**config.mk**
```make
export PLATFORM = sky130hd
export DESIGN_NAME = game_controller_flat
export DESIGN_NICKNAME = d
export VERILOG_FILES = /design/src/rtl/game_controller_if.sv /design/src/rtl/game_controller.sv /design/src/flat_wrapper.sv
export SDC_FILE = /design/constraint.sdc
export NUM_CORES = 1
export LEC_CHECK = 0
export CAP_MARGIN = 25
export CORE_MARGIN = 2
export CORE_UTILIZATION = 56
export DETAILED_ROUTE_END_ITERATION = 8
export PLACE_DENSITY = 0.77
export RECOVER_POWER = 50
export SLEW_MARGIN = 20
export SYNTH_ARGS = -nofsm -noshare
export SYNTH_HDL_FRONTEND = slang
export SYNTH_SLANG_ARGS = --single-unit
```
**constraint.sdc**
```tcl
create_clock -name clock -period 2.5 [get_ports clock]
set_clock_uncertainty 0.15 [all_clocks]
set_input_delay 0.625 -clock clock [delete_from_list [all_inputs] [get_ports clock]]
set_output_delay 0.625 -clock clock [all_outputs]
set_load 0.02 [all_outputs]
```
**src/rtl/game_controller_if.sv**
```systemverilog
// Link between the game controller and the falling-letter column.
// The controller side (master) samples the column flags and drives the column's reset.
interface game_controller_if;
    logic correct;
    logic game_over;
    logic column_reset;

    modport master (
        input  correct,
        input  game_over,
        output column_reset
    );

    modport slave (
        output correct,
        output game_over,
        input  column_reset
    );
endinterface

```
**src/rtl/game_controller.sv**
```systemverilog
// Game-level controller for the falling-letter game: start button debounce,
// idle/play/over state machine, lives, BCD score and high score.
module game_controller #(
    parameter int LIVES           = 3,
    parameter int DEBOUNCE_CYCLES = 500000
) (
    input  logic               clock,
    input  logic               reset_n,
    input  logic               start_button_n,
    game_controller_if.master  col,
    output logic               playing,
    output logic [1:0]         game_state,
    output logic [3:0]         lives,
    output logic [15:0]        score_bcd,
    output logic [15:0]        high_score_bcd
);

    localparam int CNT_W = (DEBOUNCE_CYCLES > 2) ? $clog2(DEBOUNCE_CYCLES) : 1;
    localparam logic [CNT_W-1:0] CNT_MAX  = CNT_W'(DEBOUNCE_CYCLES - 1);
    localparam logic [3:0]       LIVES_INIT = 4'(LIVES);

    typedef enum logic [1:0] {
        IDLE = 2'd0,
        PLAY = 2'd1,
        OVER = 2'd2
    } state_t;

    state_t      state_q;
    logic        column_reset_q;
    logic        playing_q;
    logic [3:0]  lives_q;
    logic [15:0] score_q;
    logic [15:0] high_score_q;

    logic [1:0]       sync_q, sync_d;
    logic [CNT_W-1:0] db_cnt_q, db_cnt_d;
    logic             db_level_q, db_level_d;
    logic             start_press_q, start_press_d;
    logic             correct_prev_q, correct_prev_d;
    logic             game_over_prev_q, game_over_prev_d;
    logic             hit_q, hit_d;
    logic             loss_q, loss_d;

    // Saturating 4-digit BCD increment.
    function automatic logic [15:0] bcd_inc(input logic [15:0] v);
        logic [15:0] r;
        logic        carry;
        r     = v;
        carry = 1'b1;
        if (v != 16'h9999) begin
            for (int i = 0; i < 4; i++) begin
                if (carry) begin
                    if (r[i*4 +: 4] == 4'd9) begin
                        r[i*4 +: 4] = 4'd0;
                    end else begin
                        r[i*4 +: 4] = r[i*4 +: 4] + 4'd1;
                        carry       = 1'b0;
                    end
                end
            end
        end
        return r;
    endfunction

    // The counter only runs while the synchronized button disagrees with the debounced level.
    always_comb begin
        sync_d        = {sync_q[0], start_button_n};
        db_cnt_d      = '0;
        db_level_d    = db_level_q;
        start_press_d = 1'b0;
        if (sync_q[1] != db_level_q) begin
            if (db_cnt_q == CNT_MAX) begin
                db_level_d    = sync_q[1];
                start_press_d = ~sync_q[1];
            end else begin
                db_cnt_d = db_cnt_q + CNT_W'(1);
            end
        end

        correct_prev_d   = col.correct;
        game_over_prev_d = col.game_over;
        hit_d            = col.correct & ~correct_prev_q;
        // A bottom hit right after a match is the column parking itself, not a miss.
        loss_d           = col.game_over & ~game_over_prev_q & ~correct_prev_q;
    end

    always_ff @(posedge clock or negedge reset_n) begin
        if (!reset_n) begin
            sync_q           <= 2'b11;
            db_cnt_q         <= '0;
            db_level_q       <= 1'b1;
            start_press_q    <= 1'b0;
            correct_prev_q   <= 1'b0;
            game_over_prev_q <= 1'b1;
            hit_q            <= 1'b0;
            loss_q           <= 1'b0;
        end else begin
            sync_q           <= sync_d;
            db_cnt_q         <= db_cnt_d;
            db_level_q       <= db_level_d;
            start_press_q    <= start_press_d;
            correct_prev_q   <= correct_prev_d;
            game_over_prev_q <= game_over_prev_d;
            hit_q            <= hit_d;
            loss_q           <= loss_d;
        end
    end

    always_ff @(posedge clock or negedge reset_n) begin
        if (!reset_n) begin
            state_q        <= IDLE;
            column_reset_q <= 1'b1;
            playing_q      <= 1'b0;
            lives_q        <= LIVES_INIT;
            score_q        <= 16'h0000;
            high_score_q   <= 16'h0000;
        end else begin
            case (state_q)
                IDLE, OVER: begin
                    column_reset_q <= 1'b1;
                    playing_q      <= 1'b0;
                    if (start_press_q) begin
                        state_q        <= PLAY;
                        score_q        <= 16'h0000;
                        lives_q        <= LIVES_INIT;
                        column_reset_q <= 1'b0;
                        playing_q      <= 1'b1;
                    end
                end
                PLAY: begin
                    column_reset_q <= 1'b0;
                    playing_q      <= 1'b1;
                    if (hit_q) begin
                        score_q <= bcd_inc(score_q);
                    end else if (loss_q) begin
                        if (lives_q > 4'd1) begin
                            lives_q <= lives_q - 4'd1;
                        end else begin
                            lives_q        <= 4'd0;
                            state_q        <= OVER;
                            column_reset_q <= 1'b1;
                            playing_q      <= 1'b0;
                            if (score_q > high_score_q) begin
                                high_score_q <= score_q;
                            end
                        end
                    end
                end
                default: begin
                    state_q        <= IDLE;
                    column_reset_q <= 1'b1;
                    playing_q      <= 1'b0;
                end
            endcase
        end
    end

    assign col.column_reset  = column_reset_q;
    assign playing           = playing_q;
    assign game_state        = state_q;
    assign lives             = lives_q;
    assign score_bcd         = score_q;
    assign high_score_bcd    = high_score_q;

endmodule

```
**src/flat_wrapper.sv**
```systemverilog
// flat-port wrapper written by rule: the top's interface ports become plain ports
module game_controller_flat 
#(
    parameter int LIVES           = 3,
    parameter int DEBOUNCE_CYCLES = 500000
)
  (clock, reset_n, start_button_n, playing, game_state, lives, score_bcd, high_score_bcd, col_correct, col_game_over, col_column_reset);
  game_controller_if col_i ();
  input  logic clock;
  input  logic reset_n;
  input  logic start_button_n;
  output logic playing;
  output logic [1:0] game_state;
  output logic [3:0] lives;
  output logic [15:0] score_bcd;
  output logic [15:0] high_score_bcd;
  input wire logic [$bits(col_i.correct)-1:0] col_correct;
  input wire logic [$bits(col_i.game_over)-1:0] col_game_over;
  output wire logic [$bits(col_i.column_reset)-1:0] col_column_reset;
  assign col_i.correct = col_correct;
  assign col_i.game_over = col_game_over;
  assign col_column_reset = col_i.column_reset;
  game_controller #(.LIVES(LIVES), .DEBOUNCE_CYCLES(DEBOUNCE_CYCLES)) u_core (.clock(clock), .reset_n(reset_n), .start_button_n(start_button_n), .col(col_i), .playing(playing), .game_state(game_state), .lives(lives), .score_bcd(score_bcd), .high_score_bcd(high_score_bcd));
endmodule
```
=== Word-level counts from Yosys, hierarchy flattened ===
Cells that the tools add are included.

* Flip-flop bits (word level): 67
* Word-level logic and storage cells: 111

* Add/sub/neg operators: 6
* $lt $le $gt $ge: 2
* Equal/unequal tests: 18
* Multiplexer cells: 49
* Bitwise gates (word level): 8
* Reduce and logical (&&, ||, !) cells: 11

{| class="wikitable"
|+ Operators by type and width
! cell !! number
|-
| 16-bit 2-to-1 mux || 3
|-
| 4-bit 2-to-1 mux || 11
|-
| 19-bit 2-to-1 mux || 2
|-
| 16-bit one-hot mux with 2 select lines || 1
|-
| 1-bit 2-to-1 mux || 24
|-
| 5-bit AND reduction || 4
|-
| 19-bit by 1-bit adder with 19-bit output, second input constant || 1
|-
| 19-bit == test, second input constant || 1
|-
| 4-bit by 1-bit adder with 4-bit output, second input constant || 4
|-
| 4-bit == test, second input constant || 4
|-
| 16-bit greater-than comparator || 1
|-
| 16-bit inequality test, second input constant || 1
|-
| 2-bit by 1-bit inequality test with 1-bit output, second input constant || 7
|-
| 4-bit AND reduction || 3
|-
| 2-bit 2-to-1 mux || 4
|-
| 4-bit one-hot mux with 2 select lines || 1
|-
| 1-bit inverter || 5
|-
| 4-bit by 1-bit greater-than comparator with 1-bit output, second input constant || 1
|-
| 2-bit inequality test, second input constant || 2
|-
| 1-bit one-hot mux with 2 select lines || 2
|-
| 2-bit one-hot mux with 2 select lines || 1
|-
| 4-bit by 1-bit subtractor with 4-bit output, second input constant || 1
|-
| 1-bit bitwise AND || 3
|-
| 2-bit by 1-bit == test with 1-bit output, second input constant || 1
|-
| 6 further kinds || 6
|}

=== Logic depth before layout (Yosys ltp) ===
Gate-level depths: netlist of run 1.

* Word-level depth: 17
* Mapped depth: 9
* Gate-level depth less buffers: 7

=== Worst setup path after synthesis of run 1 ===
No wires, ideal clock.

* Kind: register -> register
* From: reg u_core.high_score_q[14] (netlist: u_core.high_score_bcd[14])
* To: reg u_core.high_score_q[10] (netlist: u_core.high_score_bcd[10])
* Setup time: 0.095 ns
* Arrival: 2.092 ns
* Required time: 2.255 ns
* Setup slack: 0.163 ns
* Cell stages (with the launch flop): 10
* Path buffers: 2
* Clock period less this slack: 2.337 ns
* Path through: dfrtp_1 > inv_1 > ha_1 > nand4_4 > nor4_4 > o21ai_2 > and3_1 > buf_6 > buf_6 > o31ai_1

* Cells in the longest elaborated chain, start to end: 2

{| class="wikitable"
|+ Ends and longest elaborated chain
! item !! line !! source
|-
| start, declared || game_controller.sv:33 || <nowiki>logic [15:0] high_score_q;</nowiki>
|-
| start signal, assigned || game_controller.sv:144 || <nowiki>high_score_q <= score_q;</nowiki>
|-
| 16-bit greater-than comparator || game_controller.sv:143 || <nowiki>if (score_q > high_score_q) begin</nowiki>
|-
| 5-bit AND reduction (no source line) || -- ||
|}

No other way between the ends.
A chain may end at the register's enable or synchronous reset.

=== Worst setup path after layout of run 1 ===
* From: reg u_core.score_q[13] (netlist: u_core.score_bcd[13])
* To: reg u_core.high_score_q[0] (netlist: u_core.high_score_bcd[0])

* Cells in the longest elaborated chain, start to end: 2

{| class="wikitable"
|+ Ends and longest elaborated chain
! item !! line !! source
|-
| start, declared || game_controller.sv:32 || <nowiki>logic [15:0] score_q;</nowiki>
|-
| start signal, assigned || game_controller.sv:134 || <nowiki>score_q <= bcd_inc(score_q);</nowiki>
|-
| 16-bit greater-than comparator || game_controller.sv:143 ||
|-
| 5-bit AND reduction (no source line) || -- ||
|}

No other way between the ends.

==> impl_metrics.tcl, run 1 <==
set metrics [dict create \
    status "complete, but fails checks" \
    failed_checks "max-capacitance violations, max-slew violations" \
    instances_no_fill 539 \
    antenna_violating_nets_post_route 0 \
    async_flop_share_pct 100 \
    clock_path_buffers 2 \
    cts.clk_slew.worst_paths_ns 0.08 \
    n_antenna_cell 0 \
    track_usage_pct 26.7 \
    yosys_warnings 0 \
    cts_buffers 9 \
    worst_pin_slew_ns 1.57 \
    synth_edf_count 0 \
    yosys.area_share.adder_pct 8.81 \
    worstHoldPathType "register to register" \
    critPathMaxStageDelay_ns 0.45 \
    ys_seq_elements 67 \
    muxShareOfSynthArea_pct 0.294 \
    grt_overflow_total 0 \
    worstPathRequired_ns 2.59 \
    cts_root_buf "clkbuf_8" \
    routedWlPerCell_um 17.3 \
    post-route-min-period_ns 2.37 \
    start_util_pct 57.1 \
    synth_nets 430 \
    die_height_um 86.8 \
    dieArea_mm2 0.00753 \
    final_nets 486 \
    rsz0062_at_grt "false" \
    antenna_found_initial 0 \
    drt_pre_antenna_iters 4 \
    synth-xor-area-share_pct 4.34 \
    slowest_stage "dfrtp_1" \
    setup_violations 0 \
    grt_pass1_wl_mm 15.5 \
    grt_max_degree 31 \
    die_x_um 86.8 \
    setup-tns-final_ns 0 \
    period_share_pct 94.8 \
    synth_simple_gate_area_share_pct 20.8 \
    cts_tree "yes" \
    fmax_mhz 422 \
    critPathKind "register to register" \
    h-tree-depth 3 \
    finalHoldViolations 0 \
    clock_latency_ns 0.35 \
    io_pins 45 \
    peakVddDrop_v 0.000455 \
    finalWirelength_mm 9.33 \
    drt_iter0_drc 167 \
    synth_ff_type "dfrtp_1" \
    synth_cells 398 \
    synth_top_family_by_area "simple AND/OR/NAND/NOR gates" \
    slew_headroom_pct -4.56 \
    avgSynthCellArea_um2 9.64 \
    fin_ws_ns 0.129 \
    io_buffers 44 \
    synth_area_mm2 0.00383 \
    finalPower_mw 2.19 \
    crit_family "simple AND/OR/NAND/NOR gates" \
    vias 3313 \
    place_hpwl_mm 6.72 \
    dp.cells 523 \
    worstPathCellList "ha_1 > nand4_4 > nor4_4 > o21ai_2 > and3_2 > o31ai_1" \
    p_leak_nw 2.00 \
    power_density_mw_per_mm2 471 \
    post-place-ws_ns 0.0534 \
    start_kind "register" \
    core_area_mm2 0.00672 \
    vias_per_cell 6.15 \
    slew_viol_final 28 \
    grt_pass1_vias 3214 \
    synthDistinctLibCells 56 \
    synth_seq_area_share_pct 43.9 \
    utilization_pct 69.2 \
    gp_congestion 0.850 \
    row_count 30 \
    end_kind "register" \
    synth-compound-area-share_pct 16.1 \
    arrival_ns 2.46 \
    layout-drive-gt1-share_pct 10.9 \
    cp.buffers_inverters 0 \
    critPathMaxFanout 16 \
    cts.sinks 67 \
    area.growth.synth_to_final_pct 21.2 \
    drv_cap 1 \
    drc 0 \
]
-- Yosys cell counts (all sizes together) (2+ instances only) --
| cell type | n | area (µm²) |
|---|---|---|
| dfrtp | 60 | 1500 |
| inv | 38 | 143 |
| nor2 | 35 | 131 |
| ha | 27 | 338 |
| nand2 | 25 | 93.8 |
| o21ai | 23 | 119 |
| nor4 | 19 | 155 |
| nand3 | 18 | 90.1 |
| o31ai | 18 | 135 |
| a32oi | 16 | 140 |
| a21oi | 11 | 58.8 |
| xor2 | 11 | 96.3 |
| clkbuf | 9 | 33.8 |
| xnor2 | 8 | 70.1 |
| dfstp | 7 | 184 |
| nor3 | 7 | 40.0 |
| buf | 6 | 43.8 |
| nand4 | 6 | 52.6 |
| and3 | 5 | 31.3 |
| o22ai | 4 | 25.0 |
| a21o | 3 | 22.5 |
| and3b | 3 | 26.3 |
| nand2b | 3 | 18.8 |
| nand3b | 3 | 22.5 |
| nor2b | 3 | 18.8 |
| or2 | 3 | 18.8 |
| or3 | 3 | 18.8 |
| a211oi | 2 | 20.0 |
| nand4b | 2 | 17.5 |
| nor4b | 2 | 17.5 |
| o31a | 2 | 17.5 |
| o41ai | 2 | 17.5 |
| or4 | 2 | 15.0 |
-- registers in the layout (all words and copies together) (netlist names) --
register / count
u_core.db_cnt_q: 19
u_core.high_score_bcd: 16
u_core.score_bcd: 16
u_core.lives: 4
u_core.game_state: 2
u_core.sync_q: 2
u_core.col.column_reset: 1
u_core.correct_prev_q: 1
u_core.db_level_q: 1
u_core.game_over_prev_q: 1
u_core.hit_q: 1
u_core.loss_q: 1
u_core.playing: 1
u_core.start_press_q: 1
-- power breakdown --
group / total, mW / switching, mW / internal [mW]
Clock: 1.04 / 0.430 / 0.611
Sequential: 1.10 / 0.00776 / 1.09
Combinational: 0.0463 / 0.0324 / 0.0139
Total: 2.19 / 0.470 / 1.72
-- path summary, 6_finish.rpt --
check	startpoint	end	slack [ns]	cells after the start
max in group asynchronous	reset_n	u_core.score_bcd[14]$_DFFE_PN0P_	0.66	2
setup / recovery	u_core.score_bcd[13]$_DFFE_PN0P_	u_core.high_score_bcd[0]$_DFFE_PN0P_	0.13	6
hold reg to reg	u_core.sync_q[0]$_DFF_PN1_	u_core.sync_q[1]$_DFF_PN1_	0.21	0
setup reg to reg	u_core.score_bcd[13]$_DFFE_PN0P_	u_core.high_score_bcd[0]$_DFFE_PN0P_	0.13	6
min in group asynchronous	reset_n	u_core.score_bcd[2]$_DFFE_PN0P_	0.50	1
hold / removal	u_core.sync_q[0]$_DFF_PN1_	u_core.sync_q[1]$_DFF_PN1_	0.21	0
-- layout make-up --
type                            instances  area [µm²]
Tap cell                               80         100
Inverter                               38         143
Multi-Input combinational cell        278        1930
Timing Repair Buffer                   60         564
Clock inverter                          5        75.1
Fill cell                             520        2070
Sequential cell                        67        1690
Clock buffer                           11         151
-- through the flow --
stage                     area, µm²  hold slack (ns)
after detailed placement       4430            0.197
after floorplan                3830            0.179
final                          4650            0.207
after CTS                      4650            0.168
after global routing           4650            0.212
after global placement         4430            0.196
-- routing by layer --
| metal | routed length [µm] | vias to the layer above | global-route usage (%) |
|---|---|---|---|
| met5 | 0 | - | 0 |
| met4 | 227 | 0 | 12.1 |
| met3 | 425 | 24 | 4.95 |
| met2 | 4590 | 109 | 43.5 |
| met1 | 4090 | 1621 | 34.8 |
| li1 | - | 1559 | - |
-- repair_timing --
action	CTS	global route
hold buffers	0	0
setup endpoints to repair	0	16
resized for setup	0	1
setup buffers	0	0
-- placed cells by master (no fill, tap or decap), drive strengths merged, types with 4 or more instances in the layout --
cell type and n:
nand2 25, nor3 7, nor4 19, clkdlybuf4s50 39, nand4 6, nor2 35
o31ai 18, buf 15, inv 38, dlygate4sd3 4, clkbuf 13, xnor2 8
and3 5, dfrtp 60, o22ai 4, dfstp 7, ha 27, a32oi 16
a21oi 11, o21ai 23, nand3 18, xor2 11
-- cell families (layout without fill, tap and decap cells) --
group | after synthesis | count (layout)
muxes | 1 | 1
buffers and inverters | 53 | 114
AOI/OAI and AO/OA | 88 | 88
adders and majority gates | 27 | 27
and+or+nand+nor | 143 | 143
xor gates and xnor gates | 19 | 19
DFF | 67 | 67
No activity file was read; power rests on OpenSTA's default activity.
==> run 2: changes to the inputs <==
Settings changed: ABC_CLOCK_PERIOD_IN_PS set to 2500.
==> results of run 2 <==
Final layout, timing and power as in run 1 (identical DEF).
==> run 3: changes to the inputs <==
Settings changed: TNS_END_PERCENT set to 50.
==> results of run 3 <==
Final layout, timing and power as in run 1 (identical DEF).
